**config.mk**
```make
export PLATFORM = sky130hd
export DESIGN_NAME = pc_fetch_unit
export DESIGN_NICKNAME = d
export VERILOG_FILES = /design/src/rtl/pc_fetch_unit.sv
export SDC_FILE = /design/constraint.sdc
export NUM_CORES = 1
export LEC_CHECK = 0
export ABC_AREA = 1
export CAP_MARGIN = 20
export CORE_MARGIN = 1.5
export CORE_UTILIZATION = 50
export DETAILED_ROUTE_END_ITERATION = 8
export PLACE_DENSITY = 0.82
export SLEW_MARGIN = 5
export SYNTH_ARGS = -nofsm -noshare
export SYNTH_HDL_FRONTEND = slang
export SYNTH_SLANG_ARGS = --single-unit
```
**constraint.sdc**
```tcl
create_clock -name CLK -period 1.7 [get_ports CLK]
set_clock_uncertainty 0.05 [all_clocks]
set_input_delay 0.34 -clock CLK [delete_from_list [all_inputs] [get_ports CLK]]
set_output_delay 0.34 -clock CLK [all_outputs]
set_load 0.01 [all_outputs]
```
**src/rtl/pc_fetch_unit.sv**
```systemverilog
// -----------------------------------------------------------------------------
// pc_fetch_unit
//
// Instruction-fetch end of the PC path. Holds the byte-address PC and presents
// it to instruction memory as a word address (PC >> 1). It runs a read
// handshake and latches the returned word into IR. It also accepts byte-address
// jump targets and checks that they are word aligned.
//
// Ports:
//   CLK          system clock, rising edge
//   Reset_n      asynchronous active-low reset
//   fetch_req    control unit requests the next instruction
//   jump_en      load PC from jump_target
//   jump_target  byte-address jump target (bit 0 must be 0)
//   mem_rd       read request to instruction memory (held until mem_ready)
//   mem_addr     word address presented with mem_rd
//   mem_rdata    read data from memory, valid with mem_ready
//   mem_ready    memory data valid this cycle
//   IR           latched instruction
//   ir_valid     one-cycle pulse: IR has just been updated
//   PC           current byte-address PC
//   busy         high while a read is outstanding (REQ state)
//   align_fault  sticky fault: an odd jump target was seen; only reset clears it
//
// Timing: fetch_req sampled at edge k -> mem_rd high after k. mem_ready sampled
// at edge k+1 -> mem_rd/busy drop and PC updates after k+1. The returned word
// passes through a one-cycle capture register, so IR/ir_valid change after k+2.
// -----------------------------------------------------------------------------
module pc_fetch_unit #(
  parameter int                    PC_WIDTH    = 14,
  parameter int                    INSTR_WIDTH = 16,
  parameter logic [PC_WIDTH-1:0]   RESET_PC    = '0
) (
  input  logic                   CLK,
  input  logic                   Reset_n,
  input  logic                   fetch_req,
  input  logic                   jump_en,
  input  logic [PC_WIDTH-1:0]    jump_target,
  output logic                   mem_rd,
  output logic [PC_WIDTH-2:0]    mem_addr,
  input  logic [INSTR_WIDTH-1:0] mem_rdata,
  input  logic                   mem_ready,
  output logic [INSTR_WIDTH-1:0] IR,
  output logic                   ir_valid,
  output logic [PC_WIDTH-1:0]    PC,
  output logic                   busy,
  output logic                   align_fault
);

  typedef enum logic [1:0] {
    IDLE  = 2'd0,
    REQ   = 2'd1,
    FAULT = 2'd2
  } state_t;

  state_t state_q, state_d;

  logic [PC_WIDTH-1:0]    pc_q, pc_d;
  logic [INSTR_WIDTH-1:0] ir_q, ir_d;
  logic                   ir_valid_q, ir_valid_d;
  logic                   mem_rd_q, mem_rd_d;
  logic [PC_WIDTH-2:0]    mem_addr_q, mem_addr_d;
  logic                   busy_q, busy_d;
  logic                   fault_q, fault_d;

  // Jump seen while a read is outstanding; applied when the read completes.
  logic                   pend_q, pend_d;
  logic [PC_WIDTH-1:0]    pend_tgt_q, pend_tgt_d;

  // Capture stage for the returned word (IR updates one cycle after mem_ready).
  logic                   cap_q, cap_d;
  logic [INSTR_WIDTH-1:0] cap_data_q, cap_data_d;

  // A jump_en arriving in the completion cycle itself is the most recent one,
  // so it takes precedence over an earlier pending target.
  logic                   pend_eff;
  logic [PC_WIDTH-1:0]    pend_tgt_eff;

  assign pend_eff     = jump_en | pend_q;
  assign pend_tgt_eff = jump_en ? jump_target : pend_tgt_q;

  // ---------------------------------------------------------------------------
  // State register
  // ---------------------------------------------------------------------------
  // NOTE: sequential state uses non-blocking assignments so every register
  // samples pre-edge values, independent of process evaluation order.
  always_ff @(posedge CLK or negedge Reset_n) begin
    if (!Reset_n) state_q <= IDLE;
    else          state_q <= state_d;
  end

  // ---------------------------------------------------------------------------
  // Next-state logic
  // ---------------------------------------------------------------------------
  // NOTE: every combinational output gets a default first, so no path leaves
  // it unassigned and no latch is inferred.
  always_comb begin
    state_d = state_q;
    unique case (state_q)
      IDLE: begin
        if (jump_en && jump_target[0]) state_d = FAULT;
        else if (fetch_req)            state_d = REQ;
      end
      REQ: begin
        if (mem_ready) state_d = (pend_eff && pend_tgt_eff[0]) ? FAULT : IDLE;
      end
      FAULT:   state_d = FAULT;
      default: state_d = IDLE;
    endcase
  end

  // ---------------------------------------------------------------------------
  // Output / datapath next values
  // ---------------------------------------------------------------------------
  always_comb begin
    pc_d       = pc_q;
    ir_d       = cap_q ? cap_data_q : ir_q;
    ir_valid_d = cap_q;
    mem_rd_d   = mem_rd_q;
    mem_addr_d = mem_addr_q;
    busy_d     = busy_q;
    fault_d    = fault_q;
    pend_d     = pend_q;
    pend_tgt_d = pend_tgt_q;
    cap_d      = 1'b0;
    cap_data_d = cap_data_q;

    unique case (state_q)
      IDLE: begin
        pend_d = 1'b0;
        if (jump_en && jump_target[0]) begin
          // Odd target: PC untouched and any simultaneous fetch_req dropped.
          fault_d = 1'b1;
        end else begin
          if (jump_en) pc_d = jump_target;
          if (fetch_req) begin
            mem_rd_d   = 1'b1;
            busy_d     = 1'b1;
            // Jump first, then fetch from the new target in the same cycle.
            mem_addr_d = jump_en ? jump_target[PC_WIDTH-1:1] : pc_q[PC_WIDTH-1:1];
          end
        end
      end

      REQ: begin
        if (mem_ready) begin
          cap_d      = 1'b1;
          cap_data_d = mem_rdata;
          mem_rd_d   = 1'b0;
          busy_d     = 1'b0;
          pend_d     = 1'b0;
          if (pend_eff) begin
            if (pend_tgt_eff[0]) fault_d = 1'b1;
            else                 pc_d    = pend_tgt_eff;
          end else begin
            pc_d = pc_q + PC_WIDTH'(2);  // wraps modulo 2^PC_WIDTH
          end
        end else if (jump_en) begin
          // Last jump wins while the read is still outstanding.
          pend_d     = 1'b1;
          pend_tgt_d = jump_target;
        end
      end

      FAULT: begin
        mem_rd_d = 1'b0;
        busy_d   = 1'b0;
      end

      default: begin
        mem_rd_d = 1'b0;
        busy_d   = 1'b0;
      end
    endcase
  end

  // ---------------------------------------------------------------------------
  // Output / datapath registers. Reset abandons any outstanding read: mem_rd
  // falls asynchronously and the capture stage is cleared.
  // ---------------------------------------------------------------------------
  always_ff @(posedge CLK or negedge Reset_n) begin
    if (!Reset_n) begin
      pc_q       <= RESET_PC;
      ir_q       <= '0;
      ir_valid_q <= 1'b0;
      mem_rd_q   <= 1'b0;
      mem_addr_q <= '0;
      busy_q     <= 1'b0;
      fault_q    <= 1'b0;
      pend_q     <= 1'b0;
      pend_tgt_q <= '0;
      cap_q      <= 1'b0;
      cap_data_q <= '0;
    end else begin
      pc_q       <= pc_d;
      ir_q       <= ir_d;
      ir_valid_q <= ir_valid_d;
      mem_rd_q   <= mem_rd_d;
      mem_addr_q <= mem_addr_d;
      busy_q     <= busy_d;
      fault_q    <= fault_d;
      pend_q     <= pend_d;
      pend_tgt_q <= pend_tgt_d;
      cap_q      <= cap_d;
      cap_data_q <= cap_data_d;
    end
  end

  assign PC          = pc_q;
  assign IR          = ir_q;
  assign ir_valid    = ir_valid_q;
  assign mem_rd      = mem_rd_q;
  assign mem_addr    = mem_addr_q;
  assign busy        = busy_q;
  assign align_fault = fault_q;

endmodule

```
==> impl_metrics.env <==
export IMPL_status="complete, no violations"
export IMPL_drt_iter0_drc=187
export IMPL_synth_largest_type_area_fraction_pct=52.4
export IMPL_fin_crit_ns=1.66
export IMPL_drc_errors=0
export IMPL_whs_ns=0.393
export IMPL_wl_per_cell_um=14.4
export IMPL_synth_cell_types=31
export IMPL_finalCritPeriodShare_pct=97.7
export IMPL_fillers=547
export IMPL_crit_family="buffers and inverters"
export IMPL_drt_pass1_iterations=5
export IMPL_synthesis_area_sq_um=3820
export IMPL_placed_cells=646
export IMPL_core_area_sq_um=7330
export IMPL_synthTopCellsByCount="nand2_1 (181), dfrtp_1 (80), o21ai_0 (43)"
export IMPL_grt_usage_pct=25.1
export IMPL_root_buffer="clkbuf_8"
export IMPL_grt_max_degree=42
export IMPL_place_hpwl_um=6720
export IMPL_place_area_sq_um=4890
export IMPL_cap_viol_max_count=0
export IMPL_worstSkewPairLatency_ns=0.35
export IMPL_p_leak_uw=0.00265
export IMPL_reg2reg_depth=7
export IMPL_worstPathArrival_ns=1.27
export IMPL_synth_warnings=0
export IMPL_slew_violations=0
export IMPL_finish_utilization_pct=71.3
export IMPL_tightest_slew_ns=0.370
export IMPL_cts_tree="built"
export IMPL_synthArstFlopShare_pct=100
export IMPL_nets=603
export IMPL_path_class="register to output port"
export IMPL_cp_slowest_cell="clkdlybuf4s50_1"
export IMPL_grt_first_pass_wirelength_um=16400
export IMPL_post_drt_via_cell_ratio=5.15
export IMPL_crit_buf_inv=1
export IMPL_crit_path_end="PC[3]"
export IMPL_hp_class="input port to asynchronous set/reset pin"
export IMPL_wl_um=9660
export IMPL_rrSetupSlack_ns=0.15
export IMPL_die_area_sq_um=8170
export IMPL_yosys_top_cells_area="dfrtp_1 (52%), nand2_1 (18%), o21ai_0 (5.6%), mux2_2 (4.7%), inv_1 (3.1%)"
export IMPL_setup_ws_ns=0.0399
export IMPL_vias=3456
export IMPL_reg2reg_to="PC[9]"
export IMPL_crit_path_max_incr_delay_ns=0.54
export IMPL_syn_avg_cell_area_sq_um=8.36
export IMPL_die_x_um=90.4
export IMPL_path_clk_slew_ns=0.08
export IMPL_stdcell_count=671
export IMPL_hold_violations=0
export IMPL_yosys_area_top_type="dfrtp_1"
export IMPL_rows=31
export IMPL_syn_num_nets=493
export IMPL_ioPinCount=82
export IMPL_rsz0062_at_grt="false"
export IMPL_max_freq_mhz=602
export IMPL_htreeDepth=3
export IMPL_powerDensity_nw_per_um2=1750
export IMPL_grt_overflow_total=0
export IMPL_vdd_drop_max_uv=779
export IMPL_antenna_found_initial=0
export IMPL_cts_buffer_depth=2
export IMPL_final_antenna_net_count=0
export IMPL_antennaDiodeCount=0
export IMPL_critPathLaunchType="register"
export IMPL_regToRegStartpoint="PC[2]"
export IMPL_max_slew_margin_rel_pct=75.4
export IMPL_die_h_um=90.4
export IMPL_crit_start="PC[3]"
export IMPL_synthCells=457
export IMPL_numClockSinks=80
export IMPL_design_area_sq_um=5230
export IMPL_area_growth_pct=36.9
export IMPL_cts_made_buffers=9
export IMPL_crit_path_end_kind="output port"
export IMPL_cp_max_fo=2
export IMPL_place_ws_ns=-0.261
export IMPL_ff_latch_area_sq_um=2010
export IMPL_critical_path_required_ns=1.31
export IMPL_start_util_pct=52.1
export IMPL_io_buffers=81
export IMPL_place_congestion=0.925
export IMPL_multi_input_area_sq_um=1570
export IMPL_drive_gt1_share_pct=17.0
export IMPL_yosysMostFrequentCell="nand2_1"
export IMPL_ys_ff_latch=80
export IMPL_setup_viol=0
export IMPL_ys_seq_area_share_pct=52.4
export IMPL_synth_edff_count=0
export IMPL_crit_chain="clkdlybuf4s50_1"
export IMPL_synth_flop_cell="dfrtp_1"
export IMPL_cp_depth=1
export IMPL_grt_pass1_vias=3377
## layout by cell type (no fill, tap or decap), types with 5 or more instances in the layout
cell and n:
a21oi_1 8, buf_12 5, buf_4 31, clkbuf_8 9
clkdlybuf4s50_1 65, dfrtp_1 74, dfrtp_2 6, dlygate4sd2_1 6
dlymetal6s2s_1 9, inv_1 31, inv_2 5, mux2_2 16
nand2_1 181, nand3_1 12, nor2_1 19, o21ai_0 39
o21ai_1 11
## area by class of cell
type	instances	area share, %
Timing Repair Buffer	117	22.2
Clock inverter	7	1.82
Sequential cell	80	38.4
Multi-Input combinational cell	321	30.1
Clock buffer	9	2.37
Tap cell	99	2.37
Inverter	38	2.78
## per-layer routing
layer  routed length, um  share of wire [%]  GRT usage, %
met1                4370                 45          35.1
met2                4450                 46          38.5
met3                 702                7.3          6.23
met4                 125                1.3          7.80
met5                   0                  0             0
## power breakdown
group | total (uW) | internal (uW) | switching, uW
registers | 3280 | 2760 | 516
clock network | 1540 | 829 | 709
logic | 4340 | 2060 | 2280
## sequential cells by signal, summed over array words and instances (netlist names), 2 cells and up
name and flops:
state_q 2, PC 14, cap_data_q 16, mem_addr 13
IR 16, pend_tgt_q 14
## per-stage QoR
step | TNS, ns | power [uW]
floorplan | 0 | 5550
global placement | -3.48 | 7280
detailed placement | -4.91 | 7450
CTS | 0 | 9130
global route | 0 | 9820
finish | 0 | 9150
## cells by family (layout without fill, tap and decap cells)
logic type	Yosys count	in the layout	share of synthesized area, %
buffers and inverters	56	171	6.59
adder cells (fa/ha/maj)	1	1	0.328
AO/OA/AOI/OAI	72	72	10.5
multiplexers	16	16	4.72
flip-flops	80	80	52.4
AND/OR/NAND/NOR	231	231	25.2
XOR/XNOR	1	1	0.229
## worst min path at each step
| stage | start | to | slack [ns] | depth (start not counted) |
|---|---|---|---|---|
| floorplan | Reset_n | IR[0] | -0.006 | 0 |
| global placement | Reset_n | cap_data_q[12] | 0.22 | 1 |
| detailed placement | Reset_n | cap_data_q[12] | 0.23 | 1 |
| CTS | Reset_n | cap_data_q[12] | 0.39 | 2 |
| global route | Reset_n | IR[12] | 0.41 | 2 |
| finish | Reset_n | IR[12] | 0.39 | 2 |
## repair_timing
item,CTS,global route
endpoints found under the hold margin,27,0
hold buffers,1,0
resized for setup,12,20
setup endpoints to repair,14,15
buffers inserted,8,0
gates cloned,0,0
(Power assumes the default switching activity.)
